`src/rtl/pciei_slice_pkg.sv`:
```
// rtl/pciei_slice_pkg.sv - shared state encodings for the PCIe slice library stages
package pciei_slice_pkg;

  // Buffer fill states; the encoding equals the number of beats held.
  typedef enum logic [1:0] {
    ST_EMPTY = 2'd0,
    ST_BUSY  = 2'd1,
    ST_FULL  = 2'd2
  } slice_state_e;

  // Beats held by a slice in the given state.
  function automatic logic [1:0] occupancy_of(slice_state_e st);
    case (st)
      ST_EMPTY: occupancy_of = 2'd0;
      ST_BUSY:  occupancy_of = 2'd1;
      ST_FULL:  occupancy_of = 2'd2;
      default:  occupancy_of = 2'd0;
    endcase
  endfunction

endpackage

```
`src/rtl/pipe_slice_skid.sv`:
```
// rtl/pipe_slice_skid.sv - full-throughput two-entry skid register slice
module pipe_slice_skid
  import pciei_slice_pkg::*;
#(
  parameter int DATA_WIDTH = 64
) (
  input  logic                  clk_d,
  input  logic                  rst_d,
  input  logic                  flush,
  input  logic                  s_valid,
  output logic                  s_ready,
  input  logic [DATA_WIDTH-1:0] s_data,
  output logic                  m_valid,
  input  logic                  m_ready,
  output logic [DATA_WIDTH-1:0] m_data,
  output logic [1:0]            occupancy
);

  slice_state_e          state_q;
  slice_state_e          state_d;
  logic [DATA_WIDTH-1:0] main_q;
  logic [DATA_WIDTH-1:0] skid_q;
  logic                  s_ready_q;
  logic                  m_valid_q;

  logic                  in_hs;
  logic                  out_hs;
  logic                  ld_main_from_s;
  logic                  ld_main_from_skid;
  logic                  ld_skid;

  // Handshakes use only registered ready/valid, so neither crosses the slice combinationally.
  assign in_hs  = s_valid & s_ready_q;
  assign out_hs = m_valid_q & m_ready;

  // Next-state and data-load decode; flush overrides everything and empties the slice.
  always_comb begin
    state_d           = state_q;
    ld_main_from_s    = 1'b0;
    ld_main_from_skid = 1'b0;
    ld_skid           = 1'b0;
    case (state_q)
      ST_EMPTY: begin
        if (in_hs) begin
          ld_main_from_s = 1'b1;
          state_d        = ST_BUSY;
        end
      end
      ST_BUSY: begin
        if (in_hs && out_hs) begin
          ld_main_from_s = 1'b1;
        end else if (in_hs) begin
          ld_skid = 1'b1;
          state_d = ST_FULL;
        end else if (out_hs) begin
          state_d = ST_EMPTY;
        end
      end
      ST_FULL: begin
        // s_ready is low here, so only the drain side can move.
        if (out_hs) begin
          ld_main_from_skid = 1'b1;
          state_d           = ST_BUSY;
        end
      end
      default: begin
        state_d = ST_EMPTY;
      end
    endcase
    if (flush) begin
      state_d           = ST_EMPTY;
      ld_main_from_s    = 1'b0;
      ld_main_from_skid = 1'b0;
      ld_skid           = 1'b0;
    end
  end

  // State register with handshake flags registered from the next state.
  always_ff @(posedge clk_d) begin
    if (rst_d) begin
      state_q   <= ST_EMPTY;
      s_ready_q <= 1'b0;
      m_valid_q <= 1'b0;
    end else begin
      state_q   <= state_d;
      s_ready_q <= (state_d != ST_FULL);
      m_valid_q <= (state_d != ST_EMPTY);
    end
  end

  // Payload registers; the skid beat always refills main before any newer beat.
  always_ff @(posedge clk_d) begin
    if (rst_d) begin
      main_q <= '0;
      skid_q <= '0;
    end else begin
      if (ld_main_from_s) begin
        main_q <= s_data;
      end else if (ld_main_from_skid) begin
        main_q <= skid_q;
      end
      if (ld_skid) begin
        skid_q <= s_data;
      end
    end
  end

  assign s_ready   = s_ready_q;
  assign m_valid   = m_valid_q;
  assign m_data    = main_q;
  assign occupancy = occupancy_of(state_q);

endmodule

```
`config.mk`:
```
export PLATFORM = sky130hd
export DESIGN_NAME = pipe_slice_skid
export DESIGN_NICKNAME = d
export VERILOG_FILES = /design/src/rtl/pciei_slice_pkg.sv /design/src/rtl/pipe_slice_skid.sv
export SDC_FILE = /design/constraint.sdc
export NUM_CORES = 1
export LEC_CHECK = 0
export ABC_AREA = 1
export BUFFER_PORTS_ARGS = -buffer_cell sky130_fd_sc_hd__buf_2
export CORE_MARGIN = 8
export CORE_UTILIZATION = 25
export CTS_CLUSTER_DIAMETER = 30
export DETAILED_ROUTE_END_ITERATION = 10
export PLACE_DENSITY_LB_ADDON = 0.15
export RECOVER_POWER = 25
export SLEW_MARGIN = 30
export SYNTH_ARGS = -nofsm -noshare
export SYNTH_HDL_FRONTEND = slang
export SYNTH_SLANG_ARGS = --single-unit
```
`constraint.sdc`:
```
create_clock -name clk_d -period 1.35 [get_ports clk_d]
set_input_delay 0.27 -clock clk_d [delete_from_list [all_inputs] [get_ports clk_d]]
set_output_delay 0.27 -clock clk_d [all_outputs]
set_load 0.02 [all_outputs]
```
==> impl_metrics.ini <==
[outcome]
run_status = complete, but fails checks
violations = setup timing

[worst_setup_path]
crit_type = flop to output port
critPathArrivalTime_ns = 1.20
cp_max_fo = 4
crit_path_end_kind = output port
cp.required_ns = 1.08
r2r-start = state_q[0]$_SDFF_PP0_
r2r_cells = 8
ff2ff_setup_slack_ns = -0.09
startpoint_type = flop
r2r-end = skid_q[52]$_SDFFE_PP0P_

[synth]
synthCells = 868
yosys_warnings = 0
synth.cell_area_um2 = 5890
synth_nets = 937
avgSynthCellArea_um2 = 6.79
yosysUniqueCellTypes = 21
ys_seq_area_frac = 0.449
ys_seq_elements = 132

[pwr]
p_comb_frac = 0.122
seq_power_share = 0.400
intPower_w = 0.00756
irDropWorstVdd_v = 0.000712
switchingPower_w = 0.00255
p_sw_frac = 0.252
power_w = 0.0101
powerDensity_nw_per_um2 = 1100
clockPowerShare = 0.478
p_leak_nw = 4.04

[cells_and_area]
fin_area_um2 = 9150
drive_gt1_frac = 0.331
stdcell_count = 1377
antennaDiodeCount = 0
area_growth_pct = 55.4
final_common_cell = nor2_1
finalCoreUtilization = 0.392
num-nets-final = 1114
final_cell_mix = nor2_1 (284), dfxtp_1 (128), buf_2 (117)

[routing]
ant_nets = 0
drt_first_iter_violations = 267
dr.pass1.iters = 4
via_per_inst = 4.47
drcViolationCount = 0
avgRoutedWirePerCell_um = 17.4
num_vias = 6159
wirelength_um = 24000

[grt]
grt_pass1_vias = 6049
track_usage = 0.148
grt_pass1_wl_um = 33500
grt_overflow = 0
antenna_found_initial = 1
grt_max_degree = 45

[clock_tree]
clkLatencyLatePin_ns = 0.42
clk_pin_slew_ns = 0.06
cts_buffer_depth = 2
cts_sinks = 132
hold_buffers = 0
numCtsBuffers = 17
cts_tree = built
h-tree-depth = 4
root_buffer = clkbuf_16

[timing]
fin_worst_skew_ns = 0.0126
maxSlewHeadroom = 0.791
fmax_mhz = 681
setup_slack_ns = -0.119
period_minus_slack_ns = 1.47
post-route-period-util = 1.09
setup_violations = 118
tightest_slew_ns = 0.314
report.final.slew_viol_count = 0
tns_ns = -6.71
rsz0062_at_grt = true
finalHoldViolCount = 0

[hold_path]
hp-class = input port to flop
min_path_cells = 3
min_from = s_data[59]
min_delay_worst_endpoint = skid_q[59]$_SDFFE_PP0P_

[place]
hpwl_um = 13200
globalplace.congestion = 0.736
placedCellCount = 1302
postPlaceCellArea_um2 = 7170
io_buffers = 136

[floorplan]
die_y_um = 170
fp.dieArea_um2 = 28700
fp.dieW_um = 170
core.rowCount = 56
placeableCoreArea_um2 = 23300
start_util = 0.252
ioPinCount = 137

[run]
cap_violations = 0
worst max-delay path by stage:
stage,slack [ns],start,to
3_5_place_dp,-0.13,s_valid,m_data[1]$_SDFFE_PP0P_
2_1_floorplan,0.02,m_valid$_SDFF_PP0_,m_data[44]$_SDFFE_PP0P_
6_report,-0.12,state_q[0]$_SDFF_PP0_,occupancy[0]
4_1_cts,-0.13,state_q[1]$_SDFF_PP0_,occupancy[1]
3_3_place_gp,-0.15,s_valid,s_ready$_SDFF_PP0_
5_1_grt,-0.19,state_q[0]$_SDFF_PP0_,skid_q[28]$_SDFFE_PP0P_
worst max-delay path: stages, from the launching register on:
cell and delay, ns:
dfxtp_4 0.39, inv_2 0.05, nor2_4 0.13, buf_6 0.11
buf_6 0.10
state kept, by name, summed over array words and instances (netlist names):
signal	cells
skid_q	64
m_data	64
state_q	2
m_valid	1
s_ready	1
per-layer routing:
metal  part of all wire  GRT usage  vias up
met5            0.00038          0        -
met4             0.0073     0.0358        2
met3              0.050     0.0395       12
met2               0.46      0.243      147
met1               0.49      0.191     2853
li1                   -          -     3145
layout make-up:
cell class,count,area [µm²]
clock inverter,9,126
timing repair buffer,225,2180
sequential,132,2650
clock buffer,23,478
inverter,71,293
timing repair inverter,1,16.3
tap,319,399
fill,2465,14200
multi-input combinational,597,3010
what timing repair did:
| item | 4_1_cts | 5_1_grt |
|---|---|---|
| endpoints found under the setup margin | 132 | 132 |
| resized for setup | 30 | 141 |
| hold endpoints to repair | 0 | 0 |
| pin swaps | 3 | 42 |
| cloned | 6 | 24 |
| setup buffers | 8 | 5 |
stage by stage:
step / hold slack, ns / setup slack [ns]
after floorplan: 0.416 / 0.0177
after global placement: 0.464 / -0.150
after detailed placement: 0.472 / -0.132
after CTS: 0.0816 / -0.126
after global routing: 0.101 / -0.192
final: 0.109 / -0.119
logic make-up after synthesis:
logic type | Yosys count | share of synthesized area
AOI/OAI and AO/OA | 70 | 0.0605
buffers and inverters | 139 | 0.112
DFF | 132 | 0.449
and+or+nand+nor | 527 | 0.379
synthesized netlist by cell type:
cell / instances / share of area
buf_2: 32 / 0.027
buf_4: 2 / 0.0025
nand4_1: 65 / 0.069
nor2_2: 2 / 0.0021
nor2_1: 323 / 0.21
inv_2: 3 / 0.0019
buf_1: 5 / 0.0032
a31oi_1: 1 / 0.0011
buf_6: 12 / 0.023
nand2_1: 70 / 0.045
o21ai_1: 60 / 0.051
nand3_1: 65 / 0.055
a21oi_1: 2 / 0.0017
o21ai_0: 5 / 0.0042
inv_1: 68 / 0.043
a211oi_1: 1 / 0.0013
and2_1: 1 / 0.0011
nand2_2: 1 / 0.0011
o21a_1: 1 / 0.0013
clkbuf_1: 17 / 0.011
dfxtp_1: 132 / 0.45
power groups by stage:
stage	sequential (W)	combinational [W]	clock, W
floorplan	0.00420	0.000426	0
global placement	0.00412	0.000955	0
CTS	0.00403	0.00104	0.00496
detailed placement	0.00412	0.000953	0
global route	0.00405	0.00134	0.00512
finish	0.00404	0.00124	0.00483
(Power assumes the default switching activity.)
